--- config.mk ---
export PLATFORM = sky130hd
export DESIGN_NAME = idelay_tap_arbiter_flat
export DESIGN_NICKNAME = d
export VERILOG_FILES = /design/src/rtl/idelay_tap_arbiter_if.sv /design/src/rtl/idelay_tap_arbiter.sv /design/src/flat_wrapper.sv
export SDC_FILE = /design/constraint.sdc
export NUM_CORES = 1
export LEC_CHECK = 0
export CAP_MARGIN = 25
export CORE_ASPECT_RATIO = 1.4
export CORE_UTILIZATION = 53
export DETAILED_ROUTE_END_ITERATION = 8
export PLACE_DENSITY = 0.81
export SLEW_MARGIN = 10
export SYNTH_ARGS = -nofsm -noshare
export SYNTH_HDL_FRONTEND = slang
export SYNTH_SLANG_ARGS = --single-unit
--- constraint.sdc ---
create_clock -name clkdiv -period 2.2 [get_ports clkdiv]
set_input_delay 0.66 -clock clkdiv [delete_from_list [all_inputs] [get_ports clkdiv]]
set_output_delay 0.66 -clock clkdiv [all_outputs]
set_load 0.005 [all_outputs]
--- src/rtl/idelay_tap_arbiter_if.sv ---
// Request/ack and IDELAY control bundle between the tap-step requesters and the arbiter.
// slave = arbiter side, master = requester/IDELAY side.
interface idelay_tap_arbiter_if #(
  parameter int unsigned NUM_CHAN = 5
);
  logic                    train_req;
  logic [2:0]              train_chan;
  logic                    train_inc;
  logic                    train_ack;
  logic                    ext_req;
  logic [2:0]              ext_chan;
  logic                    ext_inc;
  logic                    ext_ack;
  logic [NUM_CHAN-1:0]     dlyce;
  logic [NUM_CHAN-1:0]     dlyinc;
  logic [5*NUM_CHAN-1:0]   tap_value;
  logic                    busy;
  logic                    cmd_err;

  modport slave (
    input  train_req, train_chan, train_inc,
    input  ext_req, ext_chan, ext_inc,
    output train_ack, ext_ack,
    output dlyce, dlyinc, tap_value, busy, cmd_err
  );

  modport master (
    output train_req, train_chan, train_inc,
    output ext_req, ext_chan, ext_inc,
    input  train_ack, ext_ack,
    input  dlyce, dlyinc, tap_value, busy, cmd_err
  );
endinterface

--- src/rtl/idelay_tap_arbiter.sv ---
// Round-robin arbiter stepping per-channel IDELAY taps; CE one cycle after grant, then SETTLE_CYC idle.
// Requests are held until ack and sampled only in IDLE; out-of-range steps are acked with cmd_err.
module idelay_tap_arbiter #(
  parameter int unsigned NUM_CHAN   = 5,
  parameter int unsigned SETTLE_CYC = 8,
  parameter int unsigned TAP_MAX    = 31
) (
  input  logic                  clkdiv,
  input  logic                  rst,
  idelay_tap_arbiter_if.slave   bus
);

  typedef enum logic [1:0] {
    IDLE   = 2'd0,
    ISSUE  = 2'd1,
    SETTLE = 2'd2,
    REJECT = 2'd3
  } state_t;

  state_t                    state_q, state_d;
  logic [2:0]                chan_q, chan_d;
  logic                      inc_q, inc_d;
  logic                      who_ext_q, who_ext_d;
  logic                      last_ext_q, last_ext_d;
  logic [7:0]                cnt_q, cnt_d;
  logic [NUM_CHAN-1:0][4:0]  tap_q, tap_d;

  logic                      any_req;
  logic                      grant_ext;
  logic [2:0]                req_chan;
  logic                      req_inc;
  logic [4:0]                req_tap;
  logic                      req_bad;

  logic [NUM_CHAN-1:0]       dlyce_o;
  logic [NUM_CHAN-1:0]       dlyinc_o;
  logic                      train_ack_o;
  logic                      ext_ack_o;
  logic                      cmd_err_o;

  // Tie goes to whichever requester was not granted last.
  always_comb begin
    any_req   = bus.train_req | bus.ext_req;
    grant_ext = bus.ext_req & (~bus.train_req | ~last_ext_q);
    req_chan  = grant_ext ? bus.ext_chan : bus.train_chan;
    req_inc   = grant_ext ? bus.ext_inc  : bus.train_inc;
    req_tap   = '0;
    for (int i = 0; i < NUM_CHAN; i++) begin
      if (req_chan == 3'(i)) req_tap = tap_q[i];
    end
    req_bad = ({29'd0, req_chan} >= NUM_CHAN) ||
              ( req_inc && (req_tap == 5'(TAP_MAX))) ||
              (!req_inc && (req_tap == 5'd0));
  end

  always_comb begin
    state_d     = state_q;
    chan_d      = chan_q;
    inc_d       = inc_q;
    who_ext_d   = who_ext_q;
    last_ext_d  = last_ext_q;
    cnt_d       = cnt_q;
    tap_d       = tap_q;
    dlyce_o     = '0;
    dlyinc_o    = '0;
    train_ack_o = 1'b0;
    ext_ack_o   = 1'b0;
    cmd_err_o   = 1'b0;

    unique case (state_q)
      IDLE: begin
        if (any_req) begin
          chan_d     = req_chan;
          inc_d      = req_inc;
          who_ext_d  = grant_ext;
          last_ext_d = grant_ext;
          state_d    = req_bad ? REJECT : ISSUE;
        end
      end

      ISSUE: begin
        // Channel range and tap limits were validated at grant.
        for (int i = 0; i < NUM_CHAN; i++) begin
          if (chan_q == 3'(i)) begin
            dlyce_o[i]  = 1'b1;
            dlyinc_o[i] = inc_q;
            tap_d[i]    = inc_q ? (tap_q[i] + 5'd1) : (tap_q[i] - 5'd1);
          end
        end
        train_ack_o = ~who_ext_q;
        ext_ack_o   = who_ext_q;
        cnt_d       = 8'(SETTLE_CYC);
        state_d     = SETTLE;
      end

      SETTLE: begin
        if (cnt_q <= 8'd1) begin
          cnt_d   = '0;
          state_d = IDLE;
        end else begin
          cnt_d = cnt_q - 8'd1;
        end
      end

      REJECT: begin
        train_ack_o = ~who_ext_q;
        ext_ack_o   = who_ext_q;
        cmd_err_o   = 1'b1;
        state_d     = IDLE;
      end

      default: state_d = IDLE;
    endcase
  end

  always_ff @(posedge clkdiv or posedge rst) begin
    if (rst) begin
      state_q    <= IDLE;
      chan_q     <= '0;
      inc_q      <= 1'b0;
      who_ext_q  <= 1'b0;
      last_ext_q <= 1'b1;
      cnt_q      <= '0;
      tap_q      <= '0;
    end else begin
      state_q    <= state_d;
      chan_q     <= chan_d;
      inc_q      <= inc_d;
      who_ext_q  <= who_ext_d;
      last_ext_q <= last_ext_d;
      cnt_q      <= cnt_d;
      tap_q      <= tap_d;
    end
  end

  assign bus.dlyce     = dlyce_o;
  assign bus.dlyinc    = dlyinc_o;
  assign bus.train_ack = train_ack_o;
  assign bus.ext_ack   = ext_ack_o;
  assign bus.cmd_err   = cmd_err_o;
  assign bus.busy      = (state_q != IDLE);
  assign bus.tap_value = tap_q;

endmodule

--- src/flat_wrapper.sv ---
// flat-port wrapper written by rule: the top's interface ports become plain ports
module idelay_tap_arbiter_flat 
#(
  parameter int unsigned NUM_CHAN   = 5,
  parameter int unsigned SETTLE_CYC = 8,
  parameter int unsigned TAP_MAX    = 31
)
  (clkdiv, rst, bus_train_req, bus_train_chan, bus_train_inc, bus_ext_req, bus_ext_chan, bus_ext_inc, bus_train_ack, bus_ext_ack, bus_dlyce, bus_dlyinc, bus_tap_value, bus_busy, bus_cmd_err);
  idelay_tap_arbiter_if #(.NUM_CHAN(NUM_CHAN)) bus_i ();
  input  logic clkdiv;
  input  logic rst;
  input wire logic [$bits(bus_i.train_req)-1:0] bus_train_req;
  input wire logic [$bits(bus_i.train_chan)-1:0] bus_train_chan;
  input wire logic [$bits(bus_i.train_inc)-1:0] bus_train_inc;
  input wire logic [$bits(bus_i.ext_req)-1:0] bus_ext_req;
  input wire logic [$bits(bus_i.ext_chan)-1:0] bus_ext_chan;
  input wire logic [$bits(bus_i.ext_inc)-1:0] bus_ext_inc;
  output wire logic [$bits(bus_i.train_ack)-1:0] bus_train_ack;
  output wire logic [$bits(bus_i.ext_ack)-1:0] bus_ext_ack;
  output wire logic [$bits(bus_i.dlyce)-1:0] bus_dlyce;
  output wire logic [$bits(bus_i.dlyinc)-1:0] bus_dlyinc;
  output wire logic [$bits(bus_i.tap_value)-1:0] bus_tap_value;
  output wire logic [$bits(bus_i.busy)-1:0] bus_busy;
  output wire logic [$bits(bus_i.cmd_err)-1:0] bus_cmd_err;
  assign bus_i.train_req = bus_train_req;
  assign bus_i.train_chan = bus_train_chan;
  assign bus_i.train_inc = bus_train_inc;
  assign bus_i.ext_req = bus_ext_req;
  assign bus_i.ext_chan = bus_ext_chan;
  assign bus_i.ext_inc = bus_ext_inc;
  assign bus_train_ack = bus_i.train_ack;
  assign bus_ext_ack = bus_i.ext_ack;
  assign bus_dlyce = bus_i.dlyce;
  assign bus_dlyinc = bus_i.dlyinc;
  assign bus_tap_value = bus_i.tap_value;
  assign bus_busy = bus_i.busy;
  assign bus_cmd_err = bus_i.cmd_err;
  idelay_tap_arbiter #(.NUM_CHAN(NUM_CHAN), .SETTLE_CYC(SETTLE_CYC), .TAP_MAX(TAP_MAX)) u_core (.clkdiv(clkdiv), .rst(rst), .bus(bus_i));
endmodule
# Word level (Yosys, flattened, before mapping)
# Index checks and enable logic that the tools add are counted.
[op_classes]
n_lt_le_gt_ge = 2
eq_ne = 14
n_reduce_logical = 19
n_addsub = 11
mux = 33
n_bitwise = 6
[op_table]
columns = ["op", "n"]
rows = [
  ["5-bit 2-to-1 mux", 12],
  ["5-bit by 1-bit adder with 5-bit output (second input constant)", 5],
  ["5-bit by 1-bit subtractor with 5-bit output (second input constant)", 5],
  ["8-bit one-hot mux with 2 select lines", 1],
  ["1-bit 2-to-1 mux", 14],
  ["2-bit AND reduction", 7],
  ["3-bit by 2-bit == test with 1-bit output (second input constant)", 4],
  ["8-bit by 1-bit less-or-equal comparator with 1-bit output (second input constant)", 1],
  ["8-bit 2-to-1 mux", 1],
  ["2-bit one-hot mux with 4 select lines", 1],
  ["8-bit by 1-bit subtractor with 8-bit output (second input constant)", 1],
  ["3-bit by 1-bit == test with 1-bit output (second input constant)", 2],
  ["3-bit == test (second input constant)", 2],
  ["3-bit zero test", 2],
  ["2-bit 2-to-1 mux", 3],
  ["5-bit == test (second input constant)", 1],
  ["5-bit zero test", 1],
  ["2-bit == test (second input constant)", 2],
  ["2-bit by 1-bit != test with 1-bit output (second input constant)", 2],
  ["2-bit nonzero test", 2],
  ["3-bit greater-or-equal comparator (second input constant)", 1],
  ["3-bit 2-to-1 mux", 1],
  ["1-bit inverter", 3],
  ["2-bit by 1-bit == test with 1-bit output (second input constant)", 1],
  ["7 further kinds", 10],
]
[totals]
in_bits = 12
output_inout_bits = 39
reg_bits = 41
elab_cells = 96

# Longest topological paths before layout
[logic_depth]
word_depth = 17
depth_mapped = 8
ltp_nobuf = 8

# Least setup slack after synthesis
# No wires, ideal clock.
[synth_timing]
path_kind = "input to register"
start = "input port bus_ext_req"
end = "register u_core.state_q[1]"
arrival_time_ns = 2.232
path_buffers = 0
setup_time_ns = 0.082
path_stages = 7
t_required_ns = 2.118
slack_ns = -0.114
path_cell_list = "a21boi_4 > mux2i_4 > mux2i_1 > o21ai_1 > o21ai_0 > or4_1 > a31oi_1"
[synth_between]
elab_chain_cells = 15
[synth_rtl]
columns = ["item", "line", "source"]
rows = [
  ["start: declaration", "flat_wrapper.sv:15", "input wire logic [$bits(bus_i.ext_req)-1:0] bus_ext_req;"],
  ["1-bit AND", "idelay_tap_arbiter.sv:44", "grant_ext = bus.ext_req & (~bus.train_req | ~last_ext_q);"],
  ["3-bit 2-to-1 mux", "idelay_tap_arbiter.sv:45", "req_chan = grant_ext ? bus.ext_chan : bus.train_chan;"],
  ["3-bit zero test", "idelay_tap_arbiter.sv:49", "if (req_chan == 3'(i)) req_tap = tap_q[i];"],
  ["5-bit 2-to-1 mux (5 in series)", "idelay_tap_arbiter.sv:49", ""],
  ["5-bit == test", "idelay_tap_arbiter.sv:52", "( req_inc && (req_tap == 5'(TAP_MAX))) ||"],
  ["1-bit logical AND", "idelay_tap_arbiter.sv:52", ""],
  ["1-bit logical OR", "idelay_tap_arbiter.sv:51", "req_bad = ({29'd0, req_chan} >= NUM_CHAN) ||"],
  ["1-bit logical OR", "idelay_tap_arbiter.sv:52", ""],
  ["2-bit 2-to-1 mux", "idelay_tap_arbiter.sv:77", "state_d = req_bad ? REJECT : ISSUE;"],
  ["2-bit 2-to-1 mux", "idelay_tap_arbiter.sv:72", "if (any_req) begin"],
  ["2-bit one-hot mux with 4 select lines", "idelay_tap_arbiter.sv:70", "unique case (state_q)"],
  ["end signal: assignment", "idelay_tap_arbiter.sv:126", "state_q <= state_d;"],
  ["end: declaration", "idelay_tap_arbiter.sv:20", "state_t state_q, state_d;"],
]
# Parallel ways exist; a longest one is shown, timed or not. The select of a mux whose other input is x is not followed.
# A chain may end at the register's enable or synchronous reset.

# Final worst setup path
[layout_timing]
start = "input port bus_train_req"
end = "register u_core.state_q[1]"
[layout_between]
elab_chain_cells = 17
[layout_rtl]
columns = ["item", "line", "source"]
rows = [
  ["start: declaration", "flat_wrapper.sv:12", "input wire logic [$bits(bus_i.train_req)-1:0] bus_train_req;"],
  ["1-bit inverter", "idelay_tap_arbiter.sv:44", ""],
  ["1-bit bitwise OR", "idelay_tap_arbiter.sv:44", ""],
  ["1-bit AND", "idelay_tap_arbiter.sv:44", ""],
  ["3-bit 2-to-1 mux", "idelay_tap_arbiter.sv:45", ""],
  ["3-bit zero test", "idelay_tap_arbiter.sv:49", ""],
  ["5-bit 2-to-1 mux (5 in series)", "idelay_tap_arbiter.sv:49", ""],
  ["5-bit == test", "idelay_tap_arbiter.sv:52", ""],
  ["1-bit logical AND", "idelay_tap_arbiter.sv:52", ""],
  ["1-bit logical OR", "idelay_tap_arbiter.sv:51", ""],
  ["1-bit logical OR", "idelay_tap_arbiter.sv:52", ""],
  ["2-bit 2-to-1 mux", "idelay_tap_arbiter.sv:77", ""],
  ["2-bit 2-to-1 mux", "idelay_tap_arbiter.sv:72", ""],
  ["2-bit one-hot mux with 4 select lines", "idelay_tap_arbiter.sv:70", ""],
]
# Parallel ways exist; a longest one is shown, timed or not. The select of a mux whose other input is x is not followed.

==> impl_metrics.tcl <==
set metrics [dict create \
    hold_viol_final 0 \
    cpPeakStageDelay_ns 0.31 \
    p_leak_uw 0.00197 \
    die_w_um 62.8 \
    htree_levels 2 \
    layout_setup_ws_ns -0.366 \
    drv_cap 0 \
    cpMaxStageDelayCell "mux2_4" \
    regToRegStartpoint "u_core.last_ext_q$_DFFE_PP1P_" \
    setup_tns_ns -1.78 \
    power_uw 6150 \
    nets 430 \
    tightest_slew_ns 0.566 \
    startpoint "bus_train_req" \
    ant_nets 0 \
    pwr_density_cell_nw_per_um2 1490 \
    synth_edf_count 0 \
    synth.area.top_cells "dfrtp_1 36%, ha_1 9.6%, xnor2_1 6.4%" \
    switchingPower_uw 2730 \
    syn_nets 312 \
    fin_crit_ns 2.57 \
    max_slew_margin_pct 62.3 \
    num_rows 30 \
    grt_pass1_vias 2640 \
    max_freq_ghz 0.390 \
    status "finished, violations left" \
    drc 0 \
    drt_iter0_drc 304 \
    start_kind "input pin" \
    intPower_uw 3430 \
    core_um2 4920 \
    avgSynthCellArea_um2 10.0 \
    rsz0062_at_grt "true" \
    ctsHoldBuffers 0 \
    syn2layout_area_growth_pct 50.4 \
    placed_area_um2 3620 \
    design_area_um2 4130 \
    failed_checks "negative setup slack" \
    pin_count 51 \
    dpl.hpwl_um 5080 \
    place_inst 422 \
    overflow 0 \
    yosys-top-cells-count "40 x dfrtp_1, 22 x a21oi_1, 21 x ha_1" \
    gp_congestion 0.912 \
    drive_gt1_share_pct 35.4 \
    grt_pass1_wl_um 12800 \
    hold_start "u_core.cnt_q[4]$_DFFE_PP0P_" \
    synth_cells 274 \
    avgRoutedWirePerCell_um 21.2 \
    clockPowerShare_pct 8.0 \
    grt_max_degree 42 \
    initial_utilization_pct 55.9 \
    yosys.area.top_type "dfrtp_1" \
    holdWs_ns 0.517 \
    yosysWarnings 0 \
    power_frac_seq_pct 27.9 \
    routed_wl_um 9690 \
    tritoncts.num_buffers 5 \
    insertion_delay_ns 0.30 \
    slew_violations 0 \
    finalNonFillerCells 457 \
    path_cells "buf_2 -> a21boi_4 -> buf_12 -> mux2_4 -> buf_6 -> a221oi_1 -> o21ai_1 -> o21ai_2 -> buf_4 -> nand4_1 -> a31oi_1" \
    ys_seq_area_share_pct 37.4 \
    ctsRootBufferMaster "clkbuf_8" \
    skew_ns 0.0112 \
    endpoint_kind "flip-flop" \
    path_max_fanout 5 \
    die_y_um 87.2 \
    antenna_found_initial 0 \
    crit_required_ns 2.42 \
    grtUsageTotal_pct 30.5 \
    peakVddDrop_mv 0.851 \
    synth.distinct_cells 44 \
    p_comb_share_pct 64.1 \
    setup_violations 13 \
    n_antenna_cell 0 \
    finalCritPeriodShare_pct 117 \
    yosys_register_bits 41 \
    synthFlopType "dfrtp_1" \
    syn_area_um2 2750 \
    die_area_um2 5480 \
    routed_via_density 6.23 \
    min_path_type "reg -> reg" \
    path_class "in -> reg" \
    synth_top_area_share_pct 36.4 \
    cp.arrival_ns 2.78 \
    synth.most_common_cell "dfrtp_1" \
    first_pass_iters 5 \
    clkTransAtPathRegs_ns 0.08 \
    io_buffer_count 50 \
    clockBufferDepth 2 \
    swShare_pct 44.3 \
    vias 2848 \
    cts.sinks 41 \
    async_reset_ff_share_pct 100 \
    cts_tree "built" \
]
-- layer usage --
layer,track usage (%),vias up,part of all wire (%)
met1,34.7,1356,36
met2,54.2,205,50
met4,15.6,0,6.8
met5,0,-,0
li1,-,1214,-
met3,5.89,73,7.2
-- repair_timing --
item / CTS / global route
gates resized for setup: 79 / 51
setup endpoints to repair: 16 / 23
pin swaps: 7 / 13
setup buffers: 21 / 9
-- critical path: cells and delay by family --
| kind | cells | cell delay, ns |
|---|---|---|
| multiplexers | 1 | 0.31 |
| AO/OA/AOI/OAI | 5 | 1.08 |
| AND/OR/NAND/NOR | 1 | 0.14 |
| buffers and inverters | 4 | 0.56 |
-- final cells by class --
type	instances	area [um^2]
tap	64	80.1
clock inverter	2	10.0
multi-input combinational	218	1870
inverter	9	33.8
timing repair buffer	117	1040
sequential	41	1030
clock buffer	6	72.6
fill	243	786
-- cells in the final DEF (no fill, tap or decap), types with 4 or more instances in the layout --
cell	instances
buf_2	8
a21oi_1	22
mux2i_1	9
dfrtp_1	40
nand2_1	17
xnor2_1	20
clkbuf_8	5
mux2_2	10
xor2_1	5
buf_6	15
o21ai_1	4
inv_1	6
dlygate4sd2_1	4
buf_4	52
or3_1	4
fa_1	5
clkdlybuf4s50_1	28
nor2_1	15
nor3_4	4
o21ai_0	17
nor3b_2	4
a21o_1	10
ha_1	19
-- final timing paths --
check                      slack (ns)  cells after the start                            end
hold reg to reg                  0.52                      2    u_core.cnt_q[4]$_DFFE_PP0P_
setup reg to reg                -0.27                     10  u_core.state_q[1]$_DFFE_PP0P_
max in group asynchronous        1.23                      3  u_core.last_ext_q$_DFFE_PP1P_
min in group asynchronous        0.71                      3    u_core.cnt_q[7]$_DFFE_PP0P_
hold / removal                   0.52                      2    u_core.cnt_q[4]$_DFFE_PP0P_
setup / recovery                -0.37                     11  u_core.state_q[1]$_DFFE_PP0P_
-- metrics by stage --
| step | util, % | setup slack [ns] |
|---|---|---|
| final | 84.0 | -0.366 |
| after global routing | 84.0 | -0.421 |
| after CTS | 80.5 | -0.267 |
| after detailed placement | 73.7 | -0.899 |
| after global placement | 73.7 | -0.761 |
| after floorplan | - | -0.0882 |
-- power groups by stage --
stage          Sequential (uW)  Combinational (uW)  Clock (uW)
6_report                  1720                3940         495
3_5_place_dp              1600                3260           0
4_1_cts                   1630                3460         485
2_1_floorplan             1480                2010           0
3_3_place_gp              1590                3130           0
5_1_grt                   1740                4240         521
-- cells by family after synthesis --
logic type,after synthesis,synth area share [%]
adders and majority gates,26,13.2
muxes,22,9.16
and+or+nand+nor,72,13.3
AOI/OAI and AO/OA,73,16.6
xor gates and xnor gates,25,7.97
buffers and inverters,15,2.37
DFF,41,37.4
-- sequential cells by signal, summed over array words and instances (netlist names) --
signal / flops
u_core.bus.tap_value: 25
u_core.state_q: 2
u_core.who_ext_q: 1
u_core.cnt_q: 8
u_core.chan_q: 3
u_core.inc_q: 1
u_core.last_ext_q: 1
Note: power is estimated with default switching activity, not from simulation.
